### config.mk
export PLATFORM = sky130hd
export DESIGN_NAME = parity_receive_fifo
export DESIGN_NICKNAME = d
export VERILOG_FILES = /design/src/rtl/parity_receive_fifo.sv
export SDC_FILE = /design/constraint.sdc
export NUM_CORES = 1
export LEC_CHECK = 0
export ABC_CLOCK_PERIOD_IN_PS = 4550
export CORE_MARGIN = 5
export CORE_UTILIZATION = 55
export CTS_CLUSTER_SIZE = 14
export DETAILED_ROUTE_END_ITERATION = 16
export GPL_ROUTABILITY_DRIVEN = 0
export PLACE_DENSITY = 0.8
export SYNTH_ARGS = -nofsm -noshare
export SYNTH_HDL_FRONTEND = slang
export SYNTH_SLANG_ARGS = --single-unit
### constraint.sdc
create_clock -name clk -period 4.55 [get_ports clk]
set_clock_uncertainty 0.05 [all_clocks]
set_input_delay 0.91 -clock clk [delete_from_list [all_inputs] [get_ports clk]]
set_output_delay 0.91 -clock clk [all_outputs]
set_load 0.01 [all_outputs]
### src/rtl/parity_receive_fifo.sv
// Parity-checked receive stage that feeds a DEPTH-entry show-ahead FIFO.
// Optional: define RECEIVE_PASS_BAD_EN to forward bad words flagged on out_err instead of dropping them.
module parity_receive_fifo #(
  parameter int DATA_W     = 9,
  parameter int DEPTH      = 4,
  parameter int PARITY_ODD = 0,
  parameter int ERR_W      = 8
) (
  input  logic                     clk,
  input  logic                     rst_n,
  input  logic                     in_valid,
  input  logic [DATA_W:0]          in_data,
  output logic                     in_ready,
  output logic                     out_valid,
  output logic [DATA_W-1:0]        out_data,
  input  logic                     out_ready,
`ifdef RECEIVE_PASS_BAD_EN
  output logic                     out_err,
`endif
  output logic                     parity_err,
  output logic [ERR_W-1:0]         err_count,
  input  logic                     err_clr,
  output logic [$clog2(DEPTH):0]   fifo_count
);

  localparam int PTR_W = $clog2(DEPTH);
  localparam int CNT_W = PTR_W + 1;
`ifdef RECEIVE_PASS_BAD_EN
  localparam int ENTRY_W = DATA_W + 1;
`else
  localparam int ENTRY_W = DATA_W;
`endif
  localparam logic [ERR_W-1:0] ERR_MAX   = {ERR_W{1'b1}};
  localparam logic [CNT_W:0]   OCC_LIMIT = (CNT_W + 1)'(DEPTH);

  // Stage-1 register
  logic              s1_valid_q, s1_valid_d;
  logic [DATA_W:0]   s1_data_q, s1_data_d;

  // FIFO state
  logic [ENTRY_W-1:0] mem_q [DEPTH];
  logic [PTR_W-1:0]   wr_ptr_q, wr_ptr_d;
  logic [PTR_W-1:0]   rd_ptr_q, rd_ptr_d;
  logic [CNT_W-1:0]   count_q, count_d;

  // Error reporting
  logic              parity_err_q, parity_err_d;
  logic [ERR_W-1:0]  err_count_q, err_count_d;

  logic               s1_ok;
  logic               s1_bad;
  logic               accept;
  logic               push;
  logic               pop;
  logic [CNT_W:0]     occupancy;
  logic [ENTRY_W-1:0] wr_entry;
  logic [ENTRY_W-1:0] head;

  // Parity reduction spans the data bits and the parity bit together.
  assign s1_ok  = (PARITY_ODD != 0) ? ^s1_data_q : ~^s1_data_q;
  assign s1_bad = s1_valid_q && !s1_ok;

  // Occupancy counts the word waiting in stage 1 so a full FIFO can never be pushed.
  assign occupancy = {1'b0, count_q} + {{CNT_W{1'b0}}, s1_valid_q};
  assign in_ready  = occupancy < OCC_LIMIT;
  assign accept    = in_valid && in_ready;

  assign out_valid = (count_q != '0);
  assign pop       = out_valid && out_ready;
  assign head      = mem_q[rd_ptr_q];
  assign out_data  = head[DATA_W-1:0];

`ifdef RECEIVE_PASS_BAD_EN
  assign push     = s1_valid_q;
  assign wr_entry = {!s1_ok, s1_data_q[DATA_W-1:0]};
  assign out_err  = head[DATA_W];
`else
  assign push     = s1_valid_q && s1_ok;
  assign wr_entry = s1_data_q[DATA_W-1:0];
`endif

  assign parity_err = parity_err_q;
  assign err_count  = err_count_q;
  assign fifo_count = count_q;

  // NOTE: every signal assigned in always_comb gets a default first so no latch is inferred.
  always_comb begin
    s1_valid_d   = accept;
    s1_data_d    = accept ? in_data : s1_data_q;
    wr_ptr_d     = push ? wr_ptr_q + PTR_W'(1) : wr_ptr_q;
    rd_ptr_d     = pop  ? rd_ptr_q + PTR_W'(1) : rd_ptr_q;
    count_d      = count_q;
    case ({push, pop})
      2'b10:   count_d = count_q + CNT_W'(1);
      2'b01:   count_d = count_q - CNT_W'(1);
      default: count_d = count_q;
    endcase
    parity_err_d = s1_bad;
    err_count_d  = err_count_q;
    // A clear coinciding with a new error wins; the error still pulses parity_err.
    if (err_clr) begin
      err_count_d = '0;
    end else if (s1_bad && (err_count_q != ERR_MAX)) begin
      err_count_d = err_count_q + ERR_W'(1);
    end
  end

  // NOTE: sequential state uses non-blocking assignments so all registers update from pre-edge values.
  always_ff @(posedge clk) begin
    if (!rst_n) begin
      s1_valid_q   <= 1'b0;
      s1_data_q    <= '0;
      wr_ptr_q     <= '0;
      rd_ptr_q     <= '0;
      count_q      <= '0;
      parity_err_q <= 1'b0;
      err_count_q  <= '0;
    end else begin
      s1_valid_q   <= s1_valid_d;
      s1_data_q    <= s1_data_d;
      wr_ptr_q     <= wr_ptr_d;
      rd_ptr_q     <= rd_ptr_d;
      count_q      <= count_d;
      parity_err_q <= parity_err_d;
      err_count_q  <= err_count_d;
    end
  end

  // NOTE: storage is not reset; the reset pointers and count make stale entries unreachable.
  always_ff @(posedge clk) begin
    if (push) begin
      mem_q[wr_ptr_q] <= wr_entry;
    end
  end

endmodule

Yosys cells after proc, flatten, opt, wreduce, memory -nomap -nowiden:

Memory sizes are Yosys's and may differ from the RTL's. A register that Yosys moved wholly into a read port is not among the register bits.
Cells that the tools add are included.

* word-level logic and storage cells: 34
* memories kept: 1
* bits in registers: 27
* RAM bits: 36
* bits in latches: 0
* memory bits (read-only): 0
* input port bits: 15
* output and inout port bits: 23

Memories
* mem_q: depth 4, bits a word 9, read ports 1, clocked after memory_dff 1, wr ports 1, line 41 `logic [ENTRY_W-1:0] mem_q [DEPTH];`

* add/subtract/negate cells: 6
* magnitude comparators: 1
* bitwise logic cells: 1
* shift operators: 0
* div/mod/pow operators: 0
* reduce and logical (&&, ||, !) cells: 10
* eq/ne operators: 3
* $mul: 0
* mux-type cells: 5

Operators by type and width (number)
* 10-bit XNOR reduction: 1
* 8-bit by 1-bit adder with 8-bit output, second input constant: 1
* 8-bit inequality test, second input constant: 1
* 3-bit case mux with 2 select lines: 1
* 1-bit logical AND: 5
* 2-bit by 1-bit adder with 2-bit output, second input constant: 2
* 3-bit by 1-bit adder with 4-bit output: 1
* 4-bit by 3-bit less-than comparator with 1-bit output, second input constant: 1
* 2-bit two-way mux: 2
* 3-bit by 1-bit adder with 3-bit output, second input constant: 1
* 3-bit nonzero test: 1
* 3-bit by 1-bit subtractor with 3-bit output, second input constant: 1
* 2-bit by 1-bit == test with 1-bit output, second input constant: 1
* 2-bit == test, second input constant: 1
* 1-bit two-way mux: 2
* 2-bit nonzero test: 1
* 2-bit OR reduction: 1
* 1-bit logical NOT: 1
* 1-bit NOT: 1

Depth between registers and ports, before layout:

* depth in word-level cells: 4
* gate-level depth with buffers: 11
* depth with buffers taken out: 11

Worst setup path after synthesis:

No wires, ideal clock.

* path type: reg2reg
* start: reg s1_data_q[4]
* end: reg count_q[2] (netlist: fifo_count[2])
* path buffers: 0
* setup time: 72 ps
* period minus slack after synthesis: 2742 ps
* stages on the path, launching flop included: 12
* arrival: 2620 ps
* path slack: 1808 ps
* required time: 4428 ps
* path through: dfxtp_1 -> xor2_1 -> xnor3_2 -> xnor2_1 -> and2_1 -> inv_1 -> ha_1 -> inv_1 -> fa_1 -> xor2_1 -> or3_1 -> a21oi_1

* cells in the longest elaborated chain, start to end: 4
* elaborated cells on any way between the ends: 6
* those cells by class: eq/ne: 2; mux: 1; reduce/logical: 3

Ends and longest elaborated chain
* from (decl): line 38 `logic [DATA_W:0] s1_data_q, s1_data_d;`
* from (signal assigned): line 120 `s1_data_q <= s1_data_d;`
* 10-bit XNOR reduction *: line 60 `assign s1_ok = (PARITY_ODD != 0) ? ^s1_data_q : ~^s1_data_q;`
* 1-bit logical AND *: line 78 `assign push = s1_valid_q && s1_ok;`
* 2-bit by 1-bit == test with 1-bit output / 2-bit == test (equally long branches): line 93 `case ({push, pop})`
* 3-bit case mux with 2 select lines / 2-bit nonzero test (equally long branches)
* to (signal assigned): line 123 `count_q <= count_d;`
* to (decl): line 44 `logic [CNT_W-1:0] count_q, count_d;`

Every way passes the cells marked *; elsewhere a longest branch is shown, timed or not.
A chain may end at the register's enable or synchronous reset.

==> key figures <==
Final layout
  • Final #Nets: around 270
  • Fraction of layout cells with a size suffix above 1: 12.9%
  • Syn-to-layout area delta: 22.8%
  • Core Util, Final: a little over two thirds
  • Post-route insts no fill: between 300 and 400
  • Inserted Diodes: 0

Clocking
  • Clock latency on the worst-skew pair: 340 ps
  • Clock Sinks: 65
  • Clock Path Buffers: 2
  • Cts bufs inserted: 9
  • Worst-path clk slew: 70 ps
  • CTS tree: yes
  • H-tree levels: 3
  • Count of hold-fix buffers inserted at cts: 0
  • Clk root buf: clkbuf_8
  • Post-CTS Setup Bufs: 0
  • Post-CTS sizing: 0

Floorplan
  • I/O Pins: 38
  • Rows: 25
  • Die W: 80.1 um
  • Core ar.: 0.00475 sq mm
  • DIE HEIGHT: around 80 um
  • Initial Utilization: 56.8%
  • Die area: 0.00642 sq mm

Place
  • Inst Count DP: 306
  • IO buf count: 37
  • Post-DP HPWL: between 3000 and 4000 um

Drt
  • DRT iter0 DRCs: just over 100
  • Via Count: 1768
  • Final WL: between 5000 and 6000 um
  • Wirelength per Cell: 16.0 um
  • Vias per cell: approximately 5.5
  • DRC Markers: 0
  • Post-route ant nets: 0
  • DRT Pass-1 Iters: 4

Setup path
  • CP Class: flop to output port
  • Critical-path maximum fanout: 9
  • Cell family with the largest share of critical-path delay: flip-flops
  • RR Endpoint: fifo_count[2]$_SDFFE_PN0P_
  • Crit path max-delay cell type: dfxtp_1
  • Worst R2R Setup Slack: about 1500 ps
  • Crit-path max cell delay: 710 ps
  • Required @ worst endpoint: 3590 ps
  • Worst path cell trace: mux4_2, clkdlybuf4s50_1
  • WP data arrival: 2160 ps
  • FF-to-FF Start: s1_data_q[4]$_SDFFE_PN0P_
  • Setup crit start kind: flop
  • Crit end category: output port
  • R2R cell count: 11
  • Worst Path Buf+Inv: 1

Outcome
  • Outcome: finished clean

GRT
  • Largest net degree at the start of global routing: 20
  • Global Route Usage Sum: between 10% and 20%
  • Initial antenna violation count: 0
  • Gr ovfl total: 0
  • First-pass GRT wire length: 8790 um
  • Vias in the first global route: 1767

Timing
  • Rel. slew slack: 58.9%
  • Setup Total Neg Slack: 0 ps
  • # setup viols final: 0
  • Max Freq: roughly 0.32 GHz
  • Final Hold Vio Count: 0
  • Min Tclk post-route: 3120 ps
  • Period Utilization, post-route: about two thirds
  • Max Slew Vio Count: 0
  • Worst slew pin tran: 616 ps
  • Unrepaired setup endpoints after global routing: no

Logic synthesis
  • Synth Instances: 210
  • Sequential area share after synthesis: 61.5%
  • Async SR Flop Fraction: 0%
  • Post-synth EDFFs: 36
  • Synth Cell Area: 0.00270 sq mm
  • Mapped Nets: 232
  • Yosys warns: 0
  • Synthesized flop and latch total: between 60 and 70
  • Main synth FF type: edfxtp_1
  • Avg Synthesized Cell Area: 12.9 sq um
  • Unique cell type count in the Yosys netlist: 39

Min path
  • Hold depth: 2
  • Min-Delay Startpoint: s1_data_q[9]$_SDFFE_PN0P_
  • Hold endpoint: s1_data_q[9]$_SDFFE_PN0P_
  • Hold Crit Class: flop to flop

Flow run
  • MaxCap Viol Count: 0

Power
  • VDD IR max: approximately 0.26 mV
  • PwrDens: 471 mW/mm^2
  • Leakage: 1.15 nW
## where the power goes
part / total, mW / internal (mW) / switching, mW
clock: 0.472 / 0.251 / 0.221
combinational: 0.369 / 0.195 / 0.174
sequential: 0.721 / 0.670 / 0.0511
total: 1.56 / 1.12 / 0.445
## synth_stat cells, types with 4 or more instances
cell,number,area share [%]
xor2_1,4,1.3
o21ai_0,4,0.74
nor2_1,13,1.8
dfxtp_1,29,21
inv_1,8,1.1
ha_1,6,2.8
nand2_1,20,2.8
nand3_1,13,2.4
a21oi_1,15,2.8
xnor2_1,7,2.3
a31oi_1,5,1.2
edfxtp_1,36,40
clkbuf_1,6,0.83
and3_1,5,1.2
mux4_2,9,7.5
## layout by cell type, fill, tap and decap left out, types with 2 or more instances in the layout
master / instances
and2_1: 2
a31o_2: 3
clkinvlp_4: 2
nor2_1: 13
edfxtp_1: 36
nand3_1: 13
inv_1: 8
ha_1: 6
clkbuf_8: 9
xor2_1: 4
o21ai_0: 4
nand2_1: 20
a31oi_1: 5
mux4_2: 9
or3_1: 3
xnor2_1: 7
clkdlybuf4s50_1: 37
and3_1: 5
dfxtp_1: 29
clkinv_1: 2
clkinv_4: 2
a21oi_1: 15
## layer usage
metal  GRT usage, %  part of all wire [%]  vias up
met4           8.61                   1.8        0
met5              0                     0        -
met3           7.40                   5.7        8
li1               -                     -      855
met1           24.8                    44      841
met2           27.9                    48       64
## flip-flops by register name, summed over array words and instances (netlist names), named ones only
| register | cells |
|---|---|
| parity_err | 1 |
| s1_data_q | 10 |
| err_count | 8 |
| rd_ptr_q | 2 |
| mem_q | 36 |
| fifo_count | 3 |
| s1_valid_q | 1 |
| wr_ptr_q | 2 |
## area by class of cell
class / count / area [sq um]
Timing Repair Buffer: 38 / 378
Sequential cell: 65 / 1660
Clock inverter: 7 / 71.3
Tap cell: 67 / 83.8
Inverter: 9 / 33.8
Clock buffer: 9 / 124
Fill cell: 367 / 1440
Multi-Input combinational cell: 127 / 966
## metrics by stage
| step | setup slack (ps) | hold slack (ps) | power (mW) | area (sq um) |
|---|---|---|---|---|
| 6_report | 1430 | 442 | 1.56 | 3320 |
| 5_1_grt | 1220 | 484 | 1.65 | 3320 |
| 4_1_cts | 1370 | 444 | 1.58 | 3320 |
| 3_5_place_dp | 1510 | 435 | 1.11 | 3120 |
| 3_3_place_gp | 1640 | 419 | 1.10 | 3120 |
| 2_1_floorplan | 1810 | 399 | 0.959 | 2700 |
## kinds of logic (layout without fill, tap and decap cells)
logic type / Yosys count / count (layout) / synth area share (%)
compound gates: 35 / 35 / 8.38
xor+xnor: 13 / 13 / 5.05
fa+ha+maj: 7 / 7 / 3.52
buf+inv: 18 / 63 / 2.78
flops: 65 / 65 / 61.5
mux: 10 / 10 / 7.87
simple gates: 62 / 62 / 10.9
## tightest hold or removal path, cell delays in order (launching register included)
cell and delay (ps):
dfxtp_1 330, nand2_1 60, a21oi_1 60
## worst max path at each step
stage | slack, ps | cells after the start | endpoint | from
floorplan | 1810 | 11 | fifo_count[2]$_SDFFE_PN0P_ | s1_data_q[4]$_SDFFE_PN0P_
global placement | 1640 | 6 | err_count[7]$_SDFFE_PP0P_ | rst_n
detailed placement | 1510 | 11 | fifo_count[2]$_SDFFE_PN0P_ | s1_data_q[4]$_SDFFE_PN0P_
CTS | 1370 | 2 | out_data[0] | flop
global route | 1220 | 11 | fifo_count[2]$_SDFFE_PN0P_ | s1_data_q[4]$_SDFFE_PN0P_
finish | 1430 | 2 | out_data[0] | flop
Power figures use the tool's default switching activity.
